==> config.mk <==
export PLATFORM = sky130hd
export DESIGN_NAME = nbout_psum_ctrl
export DESIGN_NICKNAME = d
export VERILOG_FILES = /design/src/rtl/nbout_psum_ctrl.sv
export SDC_FILE = /design/constraint.sdc
export NUM_CORES = 2
export LEC_CHECK = 0
export ABC_AREA = 1
export ABC_CLOCK_PERIOD_IN_PS = 52100
export CAP_MARGIN = 10
export CORE_UTILIZATION = 40
export DETAILED_ROUTE_END_ITERATION = 10
export PLACE_DENSITY = 0.56
export SETUP_SLACK_MARGIN = 0.5
export SLEW_MARGIN = 20
export SYNTH_ARGS = -nofsm -noshare
export SYNTH_HDL_FRONTEND = slang
export SYNTH_SLANG_ARGS = --single-unit
==> constraint.sdc <==
create_clock -name clk -period 52.1 [get_ports clk]
set_clock_uncertainty 0.2 [all_clocks]
set_input_delay 13.025 -clock clk [delete_from_list [all_inputs] [get_ports clk]]
set_output_delay 13.025 -clock clk [all_outputs]
set_load 0.01 [all_outputs]
==> src/rtl/nbout_psum_ctrl.sv <==
// NBout partial-sum buffer and load/accumulate/write-back sequencer for NFU-2.
// Optional build macro NBOUT_FIRST_ZERO_EN adds i_first (zero load value for a first input tile).
module nbout_psum_ctrl #(
    parameter int BIT_WIDTH   = 16,
    parameter int Tn          = 16,
    parameter int G           = 4,
    parameter int NUM_ENTRIES = 8,
    parameter int ADDR_WIDTH  = 3,
    parameter int CNT_WIDTH   = 8,
    localparam int LANES      = (Tn / G) * G,
    localparam int VEC_W      = LANES * BIT_WIDTH
) (
    input  logic                  clk,
    input  logic                  rst,
    input  logic                  i_start,
    input  logic [ADDR_WIDTH-1:0] i_entry,
    input  logic [CNT_WIDTH-1:0]  i_num_accum,
`ifdef NBOUT_FIRST_ZERO_EN
    input  logic                  i_first,
`endif
    output logic                  o_busy,
    output logic                  o_done,
    output logic [VEC_W-1:0]      o_partial_sum,
    output logic                  o_load_partial_sum,
    output logic                  o_accum_en,
    input  logic [VEC_W-1:0]      i_nfu_output,
    input  logic                  i_wr_en,
    input  logic [ADDR_WIDTH-1:0] i_wr_addr,
    input  logic [VEC_W-1:0]      i_wr_data,
    input  logic                  i_rd_en,
    input  logic [ADDR_WIDTH-1:0] i_rd_addr,
    output logic [VEC_W-1:0]      o_rd_data,
    output logic                  o_rd_valid,
    output logic [1:0]            o_dbg_state
);

    typedef enum logic [1:0] {
        IDLE  = 2'd0,
        LOAD  = 2'd1,
        ACCUM = 2'd2,
        WRITE = 2'd3
    } state_t;

    state_t                  state_q, state_d;
    logic [CNT_WIDTH-1:0]    cnt_q, cnt_d;
    logic [ADDR_WIDTH-1:0]   entry_q, entry_d;
    logic [VEC_W-1:0]        psum_q, psum_d;
    logic                    done_q, done_d;
    logic [VEC_W-1:0]        rd_data_q, rd_data_d;
    logic                    rd_valid_q, rd_valid_d;

    logic [VEC_W-1:0]        mem_q [NUM_ENTRIES];
    logic                    mem_we;
    logic [ADDR_WIDTH-1:0]   mem_waddr;
    logic [VEC_W-1:0]        mem_wdata;

    // Handshake: host requests and i_start are single-cycle strobes with no ready;
    // a host write/read is taken only in IDLE with i_start low, otherwise it is dropped.
    always_comb begin
        state_d    = state_q;
        cnt_d      = cnt_q;
        entry_d    = entry_q;
        psum_d     = psum_q;
        done_d     = 1'b0;
        rd_data_d  = rd_data_q;
        rd_valid_d = 1'b0;
        mem_we     = 1'b0;
        mem_waddr  = entry_q;
        mem_wdata  = i_nfu_output;

        case (state_q)
            IDLE: begin
                if (i_start) begin
                    entry_d = i_entry;
                    cnt_d   = i_num_accum;
`ifdef NBOUT_FIRST_ZERO_EN
                    psum_d  = i_first ? '0 : mem_q[i_entry];
`else
                    psum_d  = mem_q[i_entry];
`endif
                    state_d = LOAD;
                end else begin
                    if (i_wr_en) begin
                        mem_we    = 1'b1;
                        mem_waddr = i_wr_addr;
                        mem_wdata = i_wr_data;
                    end
                    // Read uses the pre-write array, so a same-address write/read returns old data.
                    if (i_rd_en) begin
                        rd_valid_d = 1'b1;
                        rd_data_d  = mem_q[i_rd_addr];
                    end
                end
            end
            LOAD: begin
                if (cnt_q == '0) begin
                    state_d = WRITE;
                end else begin
                    cnt_d   = cnt_q - CNT_WIDTH'(1);
                    state_d = ACCUM;
                end
            end
            ACCUM: begin
                if (cnt_q == '0) begin
                    state_d = WRITE;
                end else begin
                    cnt_d = cnt_q - CNT_WIDTH'(1);
                end
            end
            WRITE: begin
                mem_we  = 1'b1;
                state_d = IDLE;
                done_d  = 1'b1;
            end
            default: state_d = IDLE;
        endcase
    end

    always_ff @(posedge clk or posedge rst) begin
        if (rst) begin
            state_q    <= IDLE;
            cnt_q      <= '0;
            entry_q    <= '0;
            psum_q     <= '0;
            done_q     <= 1'b0;
            rd_data_q  <= '0;
            rd_valid_q <= 1'b0;
        end else begin
            state_q    <= state_d;
            cnt_q      <= cnt_d;
            entry_q    <= entry_d;
            psum_q     <= psum_d;
            done_q     <= done_d;
            rd_data_q  <= rd_data_d;
            rd_valid_q <= rd_valid_d;
        end
    end

    // Buffer contents survive reset; only the control path is cleared.
    always_ff @(posedge clk) begin
        if (mem_we) begin
            mem_q[mem_waddr] <= mem_wdata;
        end
    end

    assign o_busy             = (state_q != IDLE);
    assign o_done             = done_q;
    assign o_partial_sum      = psum_q;
    assign o_load_partial_sum = (state_q == LOAD);
    assign o_accum_en         = (state_q == ACCUM);
    assign o_rd_data          = rd_data_q;
    assign o_rd_valid         = rd_valid_q;
    assign o_dbg_state        = state_q;

endmodule

# Yosys cells after proc, flatten, opt, wreduce, memory -nomap -nowiden
# Memories as Yosys holds them, arrays and structs flattened. A register that Yosys moved wholly into a read port is not among the register bits.
# Index checks and enable logic that the tools add are counted.
dict set report totals {
  reg_bits 15
  ram_bits 2048
  in_bits 534
  wordCells 45
  n_memories 1
}
dict set report op_classes {
  add_sub_neg 1
  eq_ne 6
  mux 22
  bitwise_logic 1
  reduce_logical 9
}
# memory depth word_bits read_ports rd_ports_with_merged_regs wr line
set mem_list {}
lappend mem_list {mem_q 8 256 2 2 1 52} ;# logic [VEC_W-1:0] mem_q [NUM_ENTRIES];
# operator count
set ops {}
lappend ops {{two-way mux 256 bit} 3}
lappend ops {{two-way mux 8 bit} 2}
lappend ops {{one-hot mux 8 bit (2 select lines)} 1}
lappend ops {{two-way mux 1 bit} 9}
lappend ops {{two-way mux 3 bit} 3}
lappend ops {{zero test 8 bit} 1}
lappend ops {{one-hot mux 2 bit (4 select lines)} 1}
lappend ops {{subtractor 8 x 1 -> 8 bit, second input constant} 1}
lappend ops {{AND reduction 3 bit} 2}
lappend ops {{equality test 2 bit, second input constant} 2}
lappend ops {{two-way mux 2 bit} 2}
lappend ops {{!= test 2 bit, second input constant} 2}
lappend ops {{AND reduction 2 bit} 2}
lappend ops {{nonzero test 2 bit} 2}
lappend ops {{equality test 2 x 1 -> 1 bit, second input constant} 1}
lappend ops {{zero test 2 bit} 1}
lappend ops {{!= test 2 x 1 -> 1 bit, second input constant} 1}
lappend ops {{one-hot mux 1 bit (2 select lines)} 1}
lappend ops {{OR reduction 2 bit} 1}
lappend ops {{inverter 1 bit} 1}

# Depth between registers and ports, before layout
dict set report depth {
  ltp_word 5
  mapped_depth 12
  ltp_nobuf 10
}

# Worst setup path before layout
# Ideal clock, no wire load.
dict set report synth_path {
  path_kind {input to register}
  start {input port i_start}
  end {memory mem_q[6][0] in the netlist's numbering, enable pin}
  setup_ns 0.880
  arrival_ns 24.469
  required_time_ns 51.020
  slack_ns 26.550
  stages 9
  path_buffers 2
  cell_sequence {nor2_4 -> nand2_1 -> buf_2 -> buf_2 -> nand2_1 -> o21ai_1 -> inv_1 -> nand2_1 -> nor2_1}
}
dict set report synth_via {
  elab_chain_len 4
  elab_cells_between_ends 6
}
# item line
set synth_lines {}
lappend synth_lines {{from (decl)} 15} ;# input logic i_start,
lappend synth_lines {{two-way mux 1 bit} 73} ;# if (i_start) begin
lappend synth_lines {{one-hot mux 1 bit (2 select lines)} 71} ;# case (state_q)
lappend synth_lines {{two-way mux 1 bit} 141} ;# if (mem_we) begin
lappend synth_lines {{two-way mux 1 bit (implied by the code)} 142} ;# mem_q[mem_waddr] <= mem_wdata;
lappend synth_lines {{to (decl)} 52}
# Parallel ways exist; a longest one is shown, timed or not.

# Worst setup path in the final report
dict set report layout_path {
  start {input port i_start}
  end {memory mem_q[3][132] in the netlist's numbering, enable pin}
}
# Same word-level chain as after synthesis.

==> impl_metrics.toml <==
[cts]
clkTransAtPathRegs_ps = 60
cts_buffers = 288
clk_path_buf_depth = 4
tritoncts = "done"
htree_levels = 5
cts-resized-gates = 0
cts_setup_buffers = 0
clock_latency_ps = 920
cts_sinks = 2575
holdBufCountCts = 0
cts_root_buffer = "clkbuf_16"

[setup_path]
r2r_slack_ps = 45850
crit_arrival_ps = 18350
crit_fanout = 50
rr_worst_depth = 12
cp_data_required_time_ps = 52420
critical_path_class = "input pin to flip-flop"
worstSetupStartpointType = "input pin"
critical_path.endpoint_type = "flip-flop"

[cells_and_area]
area_delta_synth_final_pct = 18.61
fill_cells = 26870
layout-drive-gt1-share_pct = 6.945
fin_nets = 13260

[sta]
whs_ps = 277.7
hold_violations = 0
setup_tns_ps = 0
setup_violations = 0
relSlewSlack_pct = 19.52
fmax_mhz = 55.46
rsz0062_at_grt = "false"
maxSlewViolCount = 0
period_needed_ps = 18030
fin_crit_sh_pct = 34.61
worstMarginPinSlew_ps = 1207

[route]
wirelength_mm = 416.3
wl_per_cell_um = 24.63
ant_nets = 0
initialDrtViolationCount = 10070
first_pass_iters = 7
vias_per_cell = 5.750
drc = 0
vias = 97170

[power]
internal_power_mw = 4.382
vdd_drop_max_v = 0.00003505
pwr-share-seq_pct = 44.6
p_comb_share_pct = 23.4
switching_share_pct = 31.31
pwr-share-clk_pct = 32.0
switchingPower_mw = 1.998
power_leakage_nw = 53.97
powerDensity_nw_per_um2 = 45.04

[synth]
yosysWarningCount = 0
syn_inst = 12130
synthDistinctLibCells = 28
avgSynthCellArea_um2 = 9.845
syn_nets = 12670
synth_seq_cells = 2575
synthesis.area_um2 = 119400
yosysSeqAreaShare_pct = 62.54

[run]
max_cap_violations = 0

[global_routing]
antenna_found_initial = 10
grt_pass1_vias = 95890
track_usage_pct = 26.83
grt_pass1_wl_mm = 611.4
grt_max_degree = 192
overflow = 0

[die]
core_area_um2 = 296800
die_area_um2 = 300700
die_h_um = 548.4
rows = 200
io_pins = 1053
die_w_um = 548.4
start_util_pct = 40.24

[place]
port_buffers = 1052
hpwl_mm = 232.8
gp_congestion = 0.8197

[run_status]
outcome = "finished clean"

[worst_hold_path]
hold_depth = 2
hp-class = "flip-flop to flip-flop"
[area by class of cell]
class	instances	area (µm²)	share of cell area (%)
inverters	394	1540	1.087
repair buffers	1205	11970	8.450
flip-flops and latches	2575	74690	52.73
clock inverters	133	1323	0.9337
well taps	3939	4928	3.479
clock buffers	399	8122	5.734
diodes	2	5.005	0.003533
multi-input cells	8253	39070	27.58
[worst max-delay path, stage by stage]
cell and delay (ps):
clkdlybuf4s50_1 610, nor2_4 310, nand2_4 390, a21oi_1 360
nand2b_1 280, nor2_4 150, buf_4 660, buf_4 800
buf_4 760, buf_4 810
[registers in the layout, indices dropped and copies added, names as in the netlist]
| signal | flops |
|---|---|
| mem_q | 2048 |
| o_dbg_state | 2 |
| cnt_q | 8 |
| o_rd_valid | 1 |
| o_partial_sum | 256 |
| entry_q | 3 |
| o_done | 1 |
| o_rd_data | 256 |
[layout by cell type (no fill, tap or decap), types with 2 or more instances in the layout]
cell type | Yosys | layout
clkinv_2 | 0 | 43
inv_6 | 0 | 11
bufinv_16 | 0 | 16
o211ai_1 | 299 | 299
a21oi_1 | 391 | 391
clkbuf_16 | 0 | 294
nand2_1 | 3387 | 3385
o21ai_0 | 967 | 967
o21ai_1 | 118 | 118
nand3_1 | 1861 | 1861
clkdlybuf4s50_1 | 0 | 1047
inv_1 | 389 | 386
buf_8 | 0 | 5
nor2_1 | 800 | 791
dfrtp_1 | 527 | 527
mux2_2 | 176 | 176
nand4_1 | 2 | 2
inv_16 | 0 | 6
buf_6 | 19 | 2
o22ai_1 | 125 | 125
mux2_4 | 80 | 80
inv_8 | 0 | 6
or2_2 | 36 | 36
clkinv_1 | 0 | 36
clkinvlp_4 | 0 | 11
clkinv_16 | 0 | 3
nand2_4 | 0 | 2
clkinv_8 | 0 | 7
buf_12 | 0 | 19
or2_0 | 2 | 2
nor2_4 | 1 | 11
clkbuf_8 | 0 | 37
buf_4 | 50 | 131
ha_1 | 5 | 5
diode_2 | 0 | 2
clkbuf_1 | 323 | 68
edfxtp_1 | 2048 | 2048
[power groups by stage]
| stage | Sequential (mW) | Clock, mW | Combinational (mW) |
|---|---|---|---|
| 4_1_cts | 2.84 | 2.07 | 1.50 |
| 3_5_place_dp | 2.88 | 0 | 1.49 |
| 3_3_place_gp | 2.87 | 0 | 1.47 |
| 6_report | 2.85 | 2.04 | 1.49 |
| 5_1_grt | 2.87 | 2.15 | 1.60 |
| 2_1_floorplan | 2.92 | 0 | 0.628 |
[cells in the mapped netlist (all sizes together)]
cell | n | area [µm²]
nand2 | 3388 | 12720
edfxtp | 2048 | 61500
nand3 | 1861 | 9314
o21ai | 1085 | 5430
nor2 | 802 | 3020
buf | 585 | 3069
dfrtp | 527 | 13190
inv | 394 | 1481
a21oi | 391 | 1957
clkbuf | 323 | 1212
o211ai | 299 | 2245
mux2 | 256 | 3183
o22ai | 125 | 782.0
or2 | 38 | 237.7
ha | 5 | 62.56
nand4 | 2 | 12.51
nand2b | 1 | 6.260
[cells by family after synthesis]
family	after synthesis	synth area share [%]
flops	2575	62.54
mux	256	2.665
compound gates	1900	8.720
simple gates	6092	21.19
buf+inv	1302	4.826
fa+ha+maj	5	0.05239
[worst paths after layout]
kind	startpoint	to
worst min-delay path	o_rd_data[114]$_DFFE_PP0P_	o_rd_data[114]$_DFFE_PP0P_
worst min register to register	o_rd_data[114]$_DFFE_PP0P_	o_rd_data[114]$_DFFE_PP0P_
worst max register to register	o_dbg_state[1]$_DFFE_PP0P_	mem_q[3][132]$_DFFE_PP_
worst max-delay path	i_start	mem_q[3][132]$_DFFE_PP_
min in group asynchronous	rst	o_partial_sum[166]$_DFFE_PP0P_
max in group asynchronous	rst	o_rd_data[43]$_DFFE_PP0P_
[through the flow]
| stage | util [%] | total power, mW | cells | instance area [µm²] | setup slack [ps] |
|---|---|---|---|---|---|
| floorplan | - | 3.544 | 12130 | 119400 | 24150 |
| global placement | 44.52 | 4.347 | 16360 | 132100 | 32990 |
| detailed placement | 44.53 | 4.367 | 16370 | 132200 | 32940 |
| CTS | 47.71 | 6.414 | 16900 | 141600 | 33900 |
| global route | 47.73 | 6.629 | 16900 | 141600 | 33860 |
| finish | 47.73 | 6.380 | 16900 | 141600 | 34070 |
[layer usage]
metal  vias up  part of all wire (%)  global-route usage (%)
met1     47820                    41                   35.95
li1      43260                     -                       -
met5         -                     0                       0
met3       876                   8.8                   4.019
met2      5206                    46                   43.85
met4         0                   3.8                   10.45
Power figures use the tool's default switching activity.
